[config.mk]
export PLATFORM = sky130hd
export DESIGN_NAME = ws2812b_frame_sched
export DESIGN_NICKNAME = d
export VERILOG_FILES = /design/src/rtl/ws2812b_frame_sched.sv
export SDC_FILE = /design/constraint.sdc
export NUM_CORES = 1
export LEC_CHECK = 0
export ABC_CLOCK_PERIOD_IN_PS = 5000
export BUFFER_PORTS_ARGS = -buffer_cell sky130_fd_sc_hd__buf_2
export CORE_ASPECT_RATIO = 0.7
export CORE_UTILIZATION = 54
export CTS_CLUSTER_SIZE = 8
export DETAILED_ROUTE_END_ITERATION = 8
export PLACE_DENSITY = 0.82
export SYNTH_ARGS = -nofsm -noshare
export SYNTH_HDL_FRONTEND = slang
export SYNTH_SLANG_ARGS = --single-unit
[constraint.sdc]
create_clock -name clk -period 5 [get_ports clk]
set_input_delay 1 -clock clk [delete_from_list [all_inputs] [get_ports clk]]
set_output_delay 1 -clock clk [all_outputs]
set_load 0.05 [all_outputs]
[src/rtl/ws2812b_frame_sched.sv]
// WS2812B VU-meter frame scheduler: level intake, peak-marker hold/decay,
// one serializer frame per refresh tick, and a registered per-LED colour lookup.
module ws2812b_frame_sched #(
   parameter int unsigned FRAME_CYCLES     = 1666667,
   parameter int unsigned PEAK_HOLD_FRAMES = 30,
   parameter int unsigned DECAY_STEP       = 1
) (
   input  logic        clk,
   input  logic        reset,
   input  logic        enable,
   input  logic        level_valid,
   output logic        level_ready,
   input  logic [15:0] level_data,
   input  logic [15:0] max_count,
   input  logic [15:0] seg1_end,
   input  logic [15:0] seg2_end,
   input  logic [23:0] color0,
   input  logic [23:0] color1,
   input  logic [23:0] color2,
   input  logic [23:0] peak_color,
   output logic        frame_start,
   input  logic        frame_done,
   input  logic        pix_req,
   input  logic [15:0] pix_idx,
   output logic        pix_valid,
   output logic [23:0] pix_color,
   output logic [15:0] on_count,
   output logic [15:0] peak_pos,
   output logic        overrun
);

   localparam int unsigned CW = (FRAME_CYCLES > 2) ? $clog2(FRAME_CYCLES) : 1;
   localparam int unsigned HW = (PEAK_HOLD_FRAMES > 0) ? $clog2(PEAK_HOLD_FRAMES + 1) : 1;
   localparam logic [CW-1:0] TICK_AT   = CW'(FRAME_CYCLES - 1);
   localparam logic [HW-1:0] HOLD_INIT = HW'(PEAK_HOLD_FRAMES);
   localparam logic [15:0]   STEP      = 16'(DECAY_STEP);

   typedef enum logic [2:0] {
      S_IDLE,
      S_WAIT,
      S_LATCH,
      S_START,
      S_RUN
   } state_t;

   state_t        state_q, state_d;
   logic [CW-1:0] cnt_q, cnt_d;
   logic [HW-1:0] hold_q, hold_d;
   logic [15:0]   pend_q, pend_d;
   logic [15:0]   on_q, on_d;
   logic [15:0]   peak_q, peak_d;
   logic          ovr_q, ovr_d;
   logic          pv_q, pv_d;
   logic [23:0]   pc_q, pc_d;
   logic          tick;
   logic [15:0]   n_lvl;
   logic [15:0]   decayed;
   logic [23:0]   col;

   assign tick        = enable && (cnt_q == TICK_AT);
   assign level_ready = (state_q != S_LATCH);
   assign n_lvl       = (pend_q < max_count) ? pend_q : max_count;
   assign decayed     = (peak_q > STEP) ? peak_q - STEP : '0;

   always_comb begin
      state_d     = state_q;
      cnt_d       = cnt_q;
      hold_d      = hold_q;
      pend_d      = pend_q;
      on_d        = on_q;
      peak_d      = peak_q;
      ovr_d       = ovr_q;
      frame_start = 1'b0;

      if (state_q == S_IDLE) begin
         cnt_d = '0;
      end else if (enable) begin
         cnt_d = tick ? '0 : cnt_q + 1'b1;
      end

      if (level_valid && level_ready) begin
         pend_d = level_data;
      end

      unique case (state_q)
         S_IDLE: begin
            if (enable) state_d = S_WAIT;
         end
         S_WAIT: begin
            if (!enable)   state_d = S_IDLE;
            else if (tick) state_d = S_LATCH;
         end
         S_LATCH: begin
            state_d = S_START;
            on_d    = n_lvl;
            if (n_lvl >= peak_q) begin
               peak_d = n_lvl;
               hold_d = HOLD_INIT;
            end else if (hold_q != '0) begin
               hold_d = hold_q - 1'b1;
            end else begin
               peak_d = (decayed > n_lvl) ? decayed : n_lvl;
            end
         end
         S_START: begin
            if (!enable) begin
               state_d = S_IDLE;
            end else begin
               frame_start = 1'b1;
               state_d     = S_RUN;
            end
         end
         S_RUN: begin
            // a tick here is dropped; the running frame always completes
            if (tick) ovr_d = 1'b1;
            if (frame_done) state_d = enable ? S_WAIT : S_IDLE;
         end
         default: state_d = S_IDLE;
      endcase
   end

   always_comb begin
      if (pix_idx >= max_count) begin
         col = '0;
      end else if (({1'b0, pix_idx} + 17'd1 == {1'b0, peak_q}) && (peak_q > on_q)) begin
         col = peak_color;
      end else if (pix_idx >= on_q) begin
         col = '0;
      end else if (pix_idx < seg1_end) begin
         col = color0;
      end else if (pix_idx < seg2_end) begin
         col = color1;
      end else begin
         col = color2;
      end
      pv_d = pix_req;
      pc_d = pix_req ? col : '0;
   end

   always_ff @(posedge clk or posedge reset) begin
      if (reset) begin
         state_q <= S_IDLE;
         cnt_q   <= '0;
         hold_q  <= '0;
         pend_q  <= '0;
         on_q    <= '0;
         peak_q  <= '0;
         ovr_q   <= 1'b0;
         pv_q    <= 1'b0;
         pc_q    <= '0;
      end else begin
         state_q <= state_d;
         cnt_q   <= cnt_d;
         hold_q  <= hold_d;
         pend_q  <= pend_d;
         on_q    <= on_d;
         peak_q  <= peak_d;
         ovr_q   <= ovr_d;
         pv_q    <= pv_d;
         pc_q    <= pc_d;
      end
   end

   assign on_count  = on_q;
   assign peak_pos  = peak_q;
   assign overrun   = ovr_q;
   assign pix_valid = pv_q;
   assign pix_color = pc_q;

endmodule

Word level (Yosys, flattened, before mapping)
Index checks and enable logic that the tools add are counted.

storage, ports and cells
  register bits after elaboration = 103
  input port bits = 182
  output and inout bits = 60
  logic and storage cells = 69

cells by class
  add/subtract/negate cells = 4
  $lt $le $gt $ge = 9
  equality and inequality tests = 11
  mux-type cells = 25
  reduce and logical (&&, ||, !) cells = 11

operator list
  cell                   count
  $mux 24                6
  $mux 16                5
  $mux 21                3
  $ge 16x16->1           3
  $lt 16x16->1           3
  $gt 16x16->1           2
  $add 21x1->21 const B  1
  $eq 21x21->1 const B   1
  $add 16x1->17 const B  1
  $eq 17x16->1           1
  $gt 16x1->1 const B    1
  $sub 16x1->16 const B  1
  $mux 3                 5
  $pmux 3 s5             1
  $mux 5                 2
  $eq 3x2->1 const B     2
  $ne 2x2->1 const B     3
  $reduce_and 2->1       3
  $reduce_bool 5->1      1
  $sub 5x1->5 const B    1
  $reduce_bool 2->1      2
  $eq 3x1->1 const B     1
  $eq 3x3->1 const B     1
  $logic_and 1x1->1      3
  other kinds (5)        7

Longest topological paths before layout
  depth after elaboration = 7
  mapped depth = 22
  mapped depth without buffers = 18

Worst setup path after synthesis
OpenSTA, ideal clock, no wires.

  path kind = input to register
  start = input max_count[6]
  end = register peak_q[7] (netlist: peak_pos[7])
  setup time = 87 ps
  arrival time = 5097 ps
  required time = 4913 ps
  slack = -184 ps
  stages = 22
  buffers on the path = 4
  cell sequence = inv_1 -> ha_1 -> and3_1 -> o211ai_1 -> o21ai_0 -> a21o_1 -> clkbuf_1 -> buf_2 -> mux2i_1 -> inv_1 -> ha_1 -> a21o_1 -> a211o_1 -> a2111oi_0 -> o21ai_0 -> o211ai_1 -> o211a_1 -> o21ai_2 -> and2_0 -> buf_2 -> buf_4 -> a211oi_2

on the way
  cells in the longest elaborated chain, start to end = 6
  elaborated cells between the ends (all ways) = 9
  those cells by class = 3 x order compare; 1 x eq/ne; 4 x mux; 1 x reduce/logical

ends and longest elaborated chain
  what                  RTL line  source
  start, declared       14        input logic [15:0] max_count,
  $lt 16x16->1 *        62        assign n_lvl = (pend_q < max_count) ? pend_q : max_count;
  $mux 16 *             62
  via n_lvl[13]         56        logic [15:0] n_lvl;
  $gt 16x16->1          102       peak_d = (decayed > n_lvl) ? decayed : n_lvl;
  $mux 16               102
  $mux 16               99        end else if (hold_q != '0) begin
  $mux 16               96        if (n_lvl >= peak_q) begin
  end signal, assigned  157       peak_q <= peak_d;
  end, declared         51        logic [15:0] peak_q, peak_d;

The timed path passes the listed nets; every way through them passes the cells marked *. The select of a mux whose other input is x is not followed.
A chain may end at the register's enable or synchronous reset.

Final worst setup path
  start = input max_count[6]
  end = register peak_q[5] (netlist: peak_pos[5])

Same word-level chain as after synthesis.

==> results by group <==
Run status
  – Status: complete, no violations

Critical path
  – CP endpoint kind: flop
  – Crit path kind: input port to flop
  – Critical Path RT: around 5.3 ns
  – WP data arrival: around 5.0 ns
  – R2R depth: 19
  – Nature of the critical path startpoint: input port
  – Worst-path fanout max: 8

Detailed routing
  – Vias: 8,657
  – Iter 0 DRT Violations: 638
  – Drt wl/cell: 17.9 µm
  – Vias/cell: approximately 5.7
  – Iteration count of the initial detailed-routing pass: 6
  – DRT antenna net count: 0
  – Post-Route WL: ~27,000 µm
  – # DRC: 0

STA
  – Worst Tran Pin Value: 0.822 ns
  – Setup Viol. Count Final: 0
  – Fin Hold WS: a little under 0.5 ns
  – Fin. Hold Viols: 0
  – Slew Limit Fails: 0
  – Final Skew: around 0.011 ns
  – Final min period: 4.74 ns
  – Period utilization: 0.947
  – FMAX: roughly 210 MHz
  – Unrepaired setup endpoints after global routing: false
  – Max-Slew Margin vs Limit: 0.452
  – Fin Setup TNS: 0 ns

Yosys
  – Syn Inst Count: between 900 and 1,000
  – Unique masters post-synth: 64
  – Most used DFF post-synth: dfrtp_1
  – Yosys reg bits: 103
  – Number of synthesized flops with an enable pin: 0
  – Post-synth ARST share: 1.00
  – Mapped Nets: around 1,300
  – Mean Syn Cell Area: between 8 and 9 µm²
  – Synthesized cell area: roughly 8900 µm²
  – Dominant cell type by area after synthesis: dfrtp_1
  – Seq/Total Area, Yosys: 0.288
  – Yosys warnings: 0
  – Post-synth top area share: 0.288
  – Main area contributors after synthesis: dfrtp_1, ha_1, mux2_2, mux2i_1, inv_1

Layout
  – Area Overhead vs Synth: 24.5%
  – Final layout net count: 1,595
  – Core Util, Final: 0.703
  – Ratio of cells with drive above 1 in the final layout: 0.306
  – ANT cells: 0
  – Most common cell after layout, fill and taps aside: buf_2
  – Most frequent cells in the layout: buf_2, ha_1, dfrtp_1

Power
  – Pleak: about 0.0060 µW
  – Tot Pwr: 2370 µW
  – Power Density: around 210 nW/µm²
  – Peak VDD IR: between 0.15 and 0.2 mV

Run
  – Max-cap check violation count: 0

Min path
  – HP Class: flop to flop
  – Hold depth: 1

Clock tree
  – H-tree levels: 3
  – Clk root buf: clkbuf_16
  – Clk sinks: between 100 and 150
  – Clock tree buffer depth: 2
  – Number of CTS-inserted buffers: 9
  – Clk_lat worst skew: around 0.36 ns
  – CTS tree: built
  – Worst-path clk slew: approximately 0.080 ns

GRT
  – Gr ovfl total: 0
  – First-pass GRT wire length: 42,000 µm
  – Largest net degree at the start of global routing: 69
  – Vias in the first global route: 8,135
  – Antenna violations before repair: 0
  – All-Layer GR Usage: 0.320

Die
  – Die Span Y: between 100 and 150 µm
  – # rows: 38
  – Die footprint: about 17,000 µm²
  – Core ar.: between 15,000 and 20,000 µm²
  – Initial core utilization: 0.565
  – I/O pin count: roughly 240
  – Die W: ~160 µm

Place
  – Port bufs: 241
  – Post-DP HPWL: 22,200 µm
  – RePlAce Congestion: between 0.9 and 1
[what timing repair did]
item | 4_1_cts | 5_1_grt
gates resized for setup | 3 | 6
pin swaps | 0 | 2
hold buffers | 0 | 0
endpoints found under the setup margin | 14 | 16
buffers inserted | 0 | 2
[per-stage QoR]
step	area, µm²	cells	setup WS, ns
after floorplan	8960	997	0.0195
after global placement	10800	1489	-0.123
after detailed placement	10800	1489	-0.357
after CTS	11100	1505	0.0297
after global routing	11100	1507	0.0162
final	11100	1507	0.264
[sequential cells by signal, summed over array words and instances, names as in the netlist]
name and cells:
on_count 16, hold_q 5, pix_color 24, pix_valid 1, cnt_q 21, peak_pos 16, pend_q 16, overrun 1
state_q 3
[report_power, final]
part / switching [µW] / internal [µW] / total (µW)
registers: 18.5 / 864 / 882
logic: 408 / 330 / 738
clock network: 346 / 405 / 751
[cells in the mapped netlist (all sizes together), types with 20 or more instances]
| master | n |
|---|---|
| a211oi | 20 |
| nand2 | 60 |
| nand4 | 23 |
| o21ai | 67 |
| a21o | 37 |
| a21oi | 34 |
| mux2 | 42 |
| nor3 | 31 |
| inv | 102 |
| xor2 | 25 |
| mux2i | 40 |
| ha | 131 |
| dfrtp | 103 |
| xnor2 | 28 |
| nor2 | 71 |
| nand3 | 43 |
[final timing paths]
path / slack (ns) / startpoint / to
min: 0.48 / overrun / overrun
max: 0.26 / max_count[6] / peak_pos[5]
max in group asynchronous: 3.19 / reset / on_count[0]
min reg2reg: 0.48 / overrun / overrun
max reg2reg: 0.67 / pend_q[5] / peak_pos[5]
min in group asynchronous: 0.82 / reset / pix_color[0]
[worst max-delay path: stages]
cell	delay, ns
buf_2	0.10
inv_1	0.06
ha_1	0.30
and3_1	0.21
a221oi_1	0.25
o21ai_1	0.16
a21o_4	0.28
buf_4	0.16
mux2i_1	0.21
inv_1	0.07
ha_1	0.18
a21o_1	0.15
a211o_1	0.32
a2111oi_2	0.30
o21ai_1	0.13
o211ai_1	0.16
o211a_1	0.24
o21ai_2	0.08
and2_2	0.25
buf_4	0.18
a211oi_2	0.19
[metal layers]
| layer | part of all wire | track usage | vias to the layer above | routed length (µm) |
|---|---|---|---|---|
| met5 | 0 | 0 | - | 0 |
| met4 | 0.013 | 0.0728 | 0 | 342 |
| met3 | 0.10 | 0.0824 | 34 | 2790 |
| met2 | 0.42 | 0.477 | 390 | 11500 |
| met1 | 0.46 | 0.463 | 4093 | 12400 |
| li1 | - | - | 4140 | - |
[cell families (layout without fill, tap and decap cells)]
kind of cell | Yosys count | count (layout) | share of synthesized area
AND/OR/NAND/NOR | 288 | 288 | 0.162
flip-flops | 103 | 103 | 0.288
adder cells (fa/ha/maj) | 131 | 131 | 0.183
buffers and inverters | 133 | 423 | 0.0591
multiplexers | 82 | 82 | 0.0977
XOR/XNOR | 53 | 53 | 0.0519
AO/OA/AOI/OAI | 207 | 207 | 0.157
[layout make-up]
cell class                      count  area, µm²
Fill cell                        1231       4700
Multi-Input combinational cell    761       5890
Sequential cell                   103       2580
Clock buffer                        9        225
Timing Repair Buffer              304       1680
Inverter                          103        389
Tap cell                          220        275
Clock inverter                      7       97.6
No activity file was read; power rests on OpenSTA's default activity.
